### src/rtl/strip_id_sequencer.sv
// rtl/strip_id_sequencer.sv - prioritised strip-ID table streaming one ID per beat over valid/ready
module strip_id_sequencer #(
    parameter  int ID_W    = 4,
    parameter  int NUM_PRI = 3,
    parameter  int DEPTH   = 10,
    parameter  int ADDR_W  = 4,
    localparam int ENTRY_W = NUM_PRI * ID_W,
    localparam int RANK_W  = (NUM_PRI > 1) ? $clog2(NUM_PRI) : 1
) (
    input  logic               clk,
    input  logic               rst,
    input  logic               wr_en,
    input  logic [ADDR_W-1:0]  wr_addr,
    input  logic [ENTRY_W-1:0] wr_data,
    input  logic               req_valid,
    output logic               req_ready,
    input  logic [ADDR_W-1:0]  req_addr,
    output logic               id_valid,
    input  logic               id_ready,
    output logic [ID_W-1:0]    id,
    output logic [RANK_W-1:0]  id_rank,
    output logic               id_last,
    output logic               id_none
);

    typedef enum logic [1:0] {
        S_IDLE   = 2'd0,
        S_LOOKUP = 2'd1,
        S_EMIT   = 2'd2
    } state_t;

    localparam logic [ID_W-1:0] UNUSED_ID = '1;

    state_t               state_q;
    logic [ENTRY_W-1:0]   tbl_q [DEPTH];
    logic [ADDR_W-1:0]    addr_q;
    logic [ENTRY_W-1:0]   snap_q;
    logic [NUM_PRI-1:0]   rem_q;
    logic                 id_valid_q;
    logic [ID_W-1:0]      id_q;
    logic [RANK_W-1:0]    id_rank_q;
    logic                 id_last_q;
    logic                 id_none_q;

    logic [ADDR_W-1:0]    req_addr_c;
    logic                 wr_in_range;
    logic [ENTRY_W-1:0]   lk_entry;
    logic [NUM_PRI-1:0]   lk_mask;
    logic [RANK_W-1:0]    lk_rank;
    logic [NUM_PRI-1:0]   lk_rem;
    logic [RANK_W-1:0]    nx_rank;
    logic [NUM_PRI-1:0]   nx_rem;

    // Bit i set when slot i of the entry holds a real ID (not all ones).
    function automatic logic [NUM_PRI-1:0] valid_mask(input logic [ENTRY_W-1:0] e);
        logic [NUM_PRI-1:0] m;
        for (int i = 0; i < NUM_PRI; i++) begin
            m[i] = (e[(NUM_PRI-1-i)*ID_W +: ID_W] != UNUSED_ID);
        end
        return m;
    endfunction

    // Lowest set index, i.e. the most important remaining slot.
    function automatic logic [RANK_W-1:0] first_set(input logic [NUM_PRI-1:0] m);
        logic [RANK_W-1:0] r;
        r = '0;
        for (int i = NUM_PRI-1; i >= 0; i--) begin
            if (m[i]) r = RANK_W'(i);
        end
        return r;
    endfunction

    // Slot 0 lives in the most-significant ID_W bits.
    function automatic logic [ID_W-1:0] slot_of(input logic [ENTRY_W-1:0] e,
                                                 input logic [RANK_W-1:0]  r);
        return e[(NUM_PRI-1-int'(r))*ID_W +: ID_W];
    endfunction

    assign req_addr_c  = ({1'b0, req_addr} >= (ADDR_W+1)'(DEPTH)) ? ADDR_W'(DEPTH-1) : req_addr;
    assign wr_in_range = ({1'b0, wr_addr} < (ADDR_W+1)'(DEPTH));

    // Slot selection for the first beat (from the table) and for following beats (from the snapshot mask).
    always_comb begin
        lk_entry = tbl_q[addr_q];
        lk_mask  = valid_mask(lk_entry);
        lk_rank  = first_set(lk_mask);
        lk_rem   = lk_mask & ~(NUM_PRI'(1) << lk_rank);
        nx_rank  = first_set(rem_q);
        nx_rem   = rem_q & ~(NUM_PRI'(1) << nx_rank);
    end

    // Table writes plus the IDLE/LOOKUP/EMIT sequencer with registered beat outputs.
    always_ff @(posedge clk) begin
        if (rst) begin
            state_q    <= S_IDLE;
            addr_q     <= '0;
            snap_q     <= '1;
            rem_q      <= '0;
            id_valid_q <= 1'b0;
            id_q       <= '0;
            id_rank_q  <= '0;
            id_last_q  <= 1'b0;
            id_none_q  <= 1'b0;
            for (int i = 0; i < DEPTH; i++) begin
                tbl_q[i] <= '1;
            end
        end else begin
            if (wr_en && wr_in_range) begin
                tbl_q[wr_addr] <= wr_data;
            end
            case (state_q)
                S_IDLE: begin
                    if (req_valid) begin
                        addr_q  <= req_addr_c;
                        state_q <= S_LOOKUP;
                    end
                end
                S_LOOKUP: begin
                    // Table read here sees the pre-write value of a same-cycle write.
                    snap_q     <= lk_entry;
                    id_valid_q <= 1'b1;
                    state_q    <= S_EMIT;
                    if (lk_mask == '0) begin
                        id_q      <= UNUSED_ID;
                        id_rank_q <= '0;
                        id_none_q <= 1'b1;
                        id_last_q <= 1'b1;
                        rem_q     <= '0;
                    end else begin
                        id_q      <= slot_of(lk_entry, lk_rank);
                        id_rank_q <= lk_rank;
                        id_none_q <= 1'b0;
                        id_last_q <= (lk_rem == '0);
                        rem_q     <= lk_rem;
                    end
                end
                S_EMIT: begin
                    if (id_ready) begin
                        if (id_last_q) begin
                            id_valid_q <= 1'b0;
                            state_q    <= S_IDLE;
                        end else begin
                            id_q      <= slot_of(snap_q, nx_rank);
                            id_rank_q <= nx_rank;
                            id_none_q <= 1'b0;
                            id_last_q <= (nx_rem == '0);
                            rem_q     <= nx_rem;
                        end
                    end
                end
                default: begin
                    state_q    <= S_IDLE;
                    id_valid_q <= 1'b0;
                end
            endcase
        end
    end

    assign req_ready = (state_q == S_IDLE) && !rst;
    assign id_valid  = id_valid_q;
    assign id        = id_q;
    assign id_rank   = id_rank_q;
    assign id_last   = id_last_q;
    assign id_none   = id_none_q;

endmodule
### config.mk
export PLATFORM = sky130hd
export DESIGN_NAME = strip_id_sequencer
export DESIGN_NICKNAME = d
export VERILOG_FILES = /design/src/rtl/strip_id_sequencer.sv
export SDC_FILE = /design/constraint.sdc
export NUM_CORES = 1
export LEC_CHECK = 0
export ABC_AREA = 1
export CAP_MARGIN = 25
export CORE_MARGIN = 4
export CORE_UTILIZATION = 45
export CTS_BUF_LIST = sky130_fd_sc_hd__clkbuf_16
export CTS_CLUSTER_DIAMETER = 150
export DETAILED_ROUTE_END_ITERATION = 6
export HOLD_SLACK_MARGIN = 0.03
export SYNTH_ARGS = -nofsm -noshare
export SYNTH_HDL_FRONTEND = slang
export SYNTH_SLANG_ARGS = --single-unit
### constraint.sdc
create_clock -name clk -period 3 [get_ports clk]
set_input_delay 0.45 -clock clk [delete_from_list [all_inputs] [get_ports clk]]
set_output_delay 0.45 -clock clk [all_outputs]
set_load 0.1 [all_outputs]
==> results of run 1 <==
[registers in the layout (all words and copies together) (netlist names), named ones only]
register / flops
tbl_q: 192
snap_q: 12
addr_q: 4
id: 4
rem_q: 3
id_rank: 2
state_q: 2
id_last: 1
id_none: 1
id_valid: 1
[cells by family (layout without fill, tap and decap cells)]
family / after synthesis / in the layout
AOI/OAI and AO/OA: 86 / 86
adders and majority gates: 3 / 3
buffers and inverters: 186 / 255
DFF: 226 / 226
muxes: 1 / 1
other: 1 / 72
and+or+nand+nor: 623 / 623
[routing by layer]
metal	global-route usage	part of all wire
met3	0.0401	0.076
met5	0	0
met2	0.318	0.46
met1	0.273	0.44
met4	0.0406	0.020
[through the flow]
step | power, uW | setup slack, ns | utilization | std cells | hold slack, ns
2_1_floorplan | 4420 | 0.322 | - | 1197 | 0.437
3_3_place_gp | 4730 | 0.161 | 0.506 | 1506 | 0.451
3_5_place_dp | 4750 | 0.113 | 0.506 | 1506 | 0.453
4_1_cts | 7450 | 0.251 | 0.538 | 1551 | 0.462
5_1_grt | 7710 | 0.00115 | 0.538 | 1551 | 0.477
6_report | 7380 | 0.228 | 0.538 | 1551 | 0.458
[tightest hold or removal path: cells and delay by family (launching register included)]
family          cells  cell delay, ns
flops               1            0.30
compound gates      1            0.05
simple gates        1            0.06
[final cells by class]
cell class	count	area, um2
clock inverter	20	90.1
clock buffer	25	626
timing repair buffer	81	768
tap	285	357
inverter	129	487
fill	2114	10400
multi-input combinational	785	3360
sequential	226	6450
[synthesized netlist by cell type (3+ instances only)]
master	count	share of area
nand2_1	411	0.15
edfxtp_1	192	0.56
inv_1	125	0.045
nand3_1	125	0.061
nor2_1	68	0.025
a21oi_1	39	0.019
dfxtp_1	34	0.066
buf_2	26	0.013
o21ai_0	21	0.010
clkbuf_1	15	0.0055
o211ai_1	9	0.0065
o21ai_1	9	0.0044
buf_1	6	0.0022
buf_4	6	0.0044
nand2_2	5	0.0030
buf_6	4	0.0044
or2_2	4	0.0024
a31oi_1	3	0.0018
ha_1	3	0.0036
o21a_1	3	0.0022
[power groups by stage]
stage	registers (uW)	clock network [uW]	logic [uW]
floorplan	3800	0	628
global placement	3740	0	991
detailed placement	3750	0	998
CTS	3680	2760	1000
global route	3700	2890	1120
finish	3680	2690	999
[final timing paths]
path / end / startpoint / cells past startpoint
worst max-delay path: id[1]$_SDFFE_PP0P_ / flip-flop / 17
worst min-delay path: id_valid$_SDFFE_PP0P_ / id_valid$_SDFFE_PP0P_ / 2
worst max register to register: id[1]$_SDFFE_PP0P_ / flip-flop / 17
worst min register to register: id_valid$_SDFFE_PP0P_ / id_valid$_SDFFE_PP0P_ / 2
==> out/metrics.csv, run 1 <==
metric,value,unit
grt.total_usage,0.195,
die_h,159,um
post_cts_buffers,0,
p_int,5440,uW
r2r_setup_slack,0.23,ns
ys_warn_count,0,
grt_pass1_wl,39.4,mm
p_sw,1940,uW
setup_viol,0,
async_reset_ff_frac,0,
grt_max_degree,64,
hold_buffers,0,
power_density,608,nW/um2
synth_compound_area_frac,0.0456,
startpoint_type,flip-flop,
synth.distinct_cells,33,
yosys.area_share.xor_xnor,0,
comb_power_share,0.135,
outcome,"finished, final reports clean",
final_common_cell,nand2_1,
path_clk_slew,0.06,ns
p_clk_frac,0.365,
cts-root-buf,clkbuf_16,
dieArea,25400,um2
gr-total-overflow,0,
antenna_found_initial,0,
max_freq,0.361,GHz
period_minus_slack,2.77,ns
slew_viol_final,0,
swShare,0.262,
clockBufferDepth,3,
hold_class,flip-flop to flip-flop,
cts_sinks,226,
seq_power_share,0.499,
setup-tns-final,0,ns
io_buffers,34,
dieWidth,159,um
core,22600,um2
gp_congestion,0.825,
io_pins,35,
dpl_cell_area,11400,um2
ys_ff_latch,226,
finalHoldViolCount,0,
cpMostUsedCell,nand2_1,
drive_gt1_frac,0.0853,
fin_area,12100,um2
drtPass1Iterations,7,
finalCritPeriodShare,0.924,
cp_slowest_stage_delay,0.43,ns
synth-simple-area-share,0.248,
std_cell_rows,55,
synth_edf_count,192,
vias,7652,
required,3.44,ns
relSlewSlack,0.605,
first_global_vias,7096,
avgSynthCellArea,9.16,um2
dp_hpwl,16.1,mm
layout.nets,1276,
yosysSeqAreaShare,0.625,
drc_errors,0,
synth_top_family_by_area,simple AND/OR/NAND/NOR gates,
syn_inst,1126,
rsz0062_at_grt,no,
drt-total-wl,25.1,mm
cts-buffers-inserted,25,
leakage,0.00521,uW
cp_slowest_cell,ha_1,
clock_latency,0.52,ns
h-tree-depth,1,
path_buf_inv,1,
endpoint_kind,flip-flop,
crit_fanout,63,
cts_resized,0,
diodes,0,
synth-main-ff-cell,edfxtp_1,
yosys.area_share.adder,0.00364,
crit_chain,"buf_12, nand2_1, nand2_1, nand2_1, nand3_1, nand3_1, nand2_1, nand2_4, nor2_8, nand2_4, ha_1, nand2_1, a21oi_1, nor2_1, nand2_1, nand2_1, a21oi_1",
synthMuxAreaShare,0.000970,
tightest_slew,0.592,ns
cp_top_family,simple AND/OR/NAND/NOR gates,
critPathArrivalTime,3.21,ns
area_delta_synth_final,17.6,%
final_cell_mix,"nand2_1, edfxtp_1, inv_1, nand3_1, conb_1",
avgViaCountPerCell,4.93,
cts_tree,built,
initial_core_util,0.457,
clock_skew,0.0125,ns
maxCapViolCount,0,
max-vdd-ir-drop,0.000396,V
drtIter0Drc,619,
drt.antenna.violating_nets,0,
wl_per_cell,16.2,um
crit_type,flip-flop to flip-flop,
syn_area,10300,um2
Note: power is estimated with default switching activity, not from simulation.
==> inputs of run 2 (changes only) <==
CTS_CLUSTER_DIAMETER = default   (was 150)
RECOVER_POWER = 100   (was default)
==> run 2 against run 1 <==
  * Critical path depth fell by 8
  * Register-to-register slack about the same
  * Worst setup slack got worse by 0.039 ns
==> out/metrics.csv, run 2 (synthesized netlist as in run 1, its figures left out) <==
metric,value,unit,change
outcome,"finished, final reports clean",,
topRoutingLayerUsed,met4,,
tightest_slew,1.17,ns,+0.580 ns
cts-buffers-inserted,25,,unchanged
rsz0062_at_grt,no,,
cts_sinks,226,,unchanged
period_minus_slack,2.81,ns,+0.0388 ns
final_util,0.530,,-0.00715
crit_type,input pin to flip-flop,,
drt.antenna.violating_nets,0,,unchanged
finalHoldViolCount,0,,unchanged
critPathArrivalTime,3.00,ns,-0.21 ns
grt.total_usage,0.195,,unchanged
vias,7684,,+0.42%
route.met3.wl,1.63,mm,-14%
drive_gt1_frac,0.0569,,-0.0284
reg.largest.list,"tbl_q (192), snap_q (12)",,
final_cell_mix,"nand2_1, edfxtp_1, inv_1, nand3_1, conb_1",,
avgViaCountPerCell,4.95,,+0.42%
cts_resized,0,,unchanged
post_cts_buffers,0,,unchanged
max-vdd-ir-drop,0.000399,V,+0.65%
std_cell_rows,55,,unchanged
dpl_cell_area,11400,um2,unchanged
hold_class,flip-flop to flip-flop,,
clock_skew,0.0100,ns,-0.00249 ns
hp-start,id_valid$_SDFFE_PP0P_,,
hold_buffers,0,,unchanged
power_density,614,nW/um2,+1.0%
first_global_vias,7096,,unchanged
reg2regPathDepth,17,,unchanged
wl_met2,11.7,mm,+0.72%
largest_reg_flops,192,,unchanged
r2r_end,id[1]$_SDFFE_PP0P_,,
grt_max_degree,64,,unchanged
hold_end,id_valid$_SDFFE_PP0P_,,
initial_core_util,0.457,,unchanged
multi_input_area,3350,um2,-0.15%
setup-tns-final,0,ns,unchanged
regMostFlops,tbl_q,,
area_delta_synth_final,16.0,%,
path_clk_slew,0.06,ns,about the same
startpoint_type,input pin,,
fin_area,12000,um2,-1.3%
drc_errors,0,,unchanged
crit_fanout,11,,-83%
slew_viol_final,0,,unchanged
clock_latency,0.52,ns,about the same
nFillCells,2142,,+1.3%
core,22600,um2,unchanged
relSlewSlack,0.222,,-0.383
cts-root-buf,clkbuf_16,,
gp_congestion,0.825,,unchanged
diodes,0,,unchanged
die_h,159,um,unchanged
dp_hpwl,16.1,mm,unchanged
required,3.19,ns,-0.25 ns
drt-total-wl,25.2,mm,+0.50%
r2r_setup_slack,0.22,ns,about the same
gr-total-overflow,0,,unchanged
wl_per_cell,16.2,um,+0.50%
final_common_cell,nand2_1,,
leakage,0.00508,uW,-2.6%
drtIter0Drc,674,,+8.9%
layout.nets,1276,,unchanged
setup_viol,0,,unchanged
regArea,6450,um2,unchanged
grt_pass1_wl,39.4,mm,unchanged
cts_tree,built,,
max_freq,0.356,GHz,-1.4%
clockBufferDepth,3,,unchanged
hold_depth,2,,unchanged
finalCritPeriodShare,0.937,,+0.0129
dieWidth,159,um,unchanged
h-tree-depth,1,,unchanged
endpoint_kind,flip-flop,,
io_buffers,34,,unchanged
dieArea,25400,um2,unchanged
maxCapViolCount,0,,unchanged
antenna_found_initial,0,,unchanged
drtPass1Iterations,5,,-2
wl_met1,11.4,mm,+2.9%
io_pins,35,,unchanged
## run 2: cell types whose count changed in the layout (fill, tap and decap cells not counted), moves of 2 or more
cell	change
dlygate4sd3_1	+2
buf_4	-37
clkbuf_2	+5
clkbuf_1	+33
buf_12	-2
clkdlybuf4s50_1	-2
## run 2: layout make-up
class	instances	share of cell area
Sequential cell	226	0.539
Multi-Input combinational cell	785	0.280
Clock inverter	20	0.00752
Tap cell	285	0.0298
Timing Repair Buffer	81	0.0511
Clock buffer	25	0.0523
Inverter	129	0.0407
## run 2: routing by layer
| metal | GRT usage | vias up |
|---|---|---|
| li1 | - | 3823 |
| met1 | 0.273 | 3635 |
| met2 | 0.318 | 196 |
| met3 | 0.0401 | 30 |
| met4 | 0.0406 | 0 |
| met5 | 0 | - |
## run 2: how the worst max path moves through the flow
stage | start | end | slack (ns) | depth (start not counted)
3_5_place_dp | wr_addr[2] | tbl_q[0][10]$_SDFFCE_PN1P_ | 0.11 | 11
2_1_floorplan | wr_addr[2] | tbl_q[1][0]$_SDFFCE_PN1P_ | 0.32 | 9
5_1_grt | flip-flop | id[1]$_SDFFE_PP0P_ | 0.001 | 17
6_report | wr_addr[2] | tbl_q[10][7]$_DFFE_PP_ | 0.19 | 9
3_3_place_gp | wr_addr[2] | tbl_q[0][11]$_SDFFCE_PN1P_ | 0.16 | 11
4_1_cts | flip-flop | id[1]$_SDFFE_PP0P_ | 0.25 | 17
## run 2: power breakdown
group	total (uW)	switching, uW	leakage [uW]	internal [uW]
logic	971	681	0.00248	290
clock network	2700	1190	0.000384	1510
registers	3680	65.5	0.00221	3620
total	7360	1940	0.00508	5420
## run 2: metrics by stage
stage | total power [uW] | worst slack (ns) | hold WS [ns] | cells
5_1_grt | 7680 | 0.00115 | 0.477 | 1551
4_1_cts | 7450 | 0.251 | 0.462 | 1551
2_1_floorplan | 4420 | 0.322 | 0.437 | 1197
6_report | 7360 | 0.189 | 0.457 | 1551
3_5_place_dp | 4750 | 0.113 | 0.453 | 1506
3_3_place_gp | 4730 | 0.161 | 0.451 | 1506
## run 2: worst max-delay path: stages
cell and delay (ns):
dlygate4sd3_1 0.59, o21ai_0 0.17, nand2_1 0.09, nor2_1 0.14
clkinv_1 0.16, clkbuf_1 0.36, nor2_1 0.17, clkbuf_1 0.58
inv_1 0.27
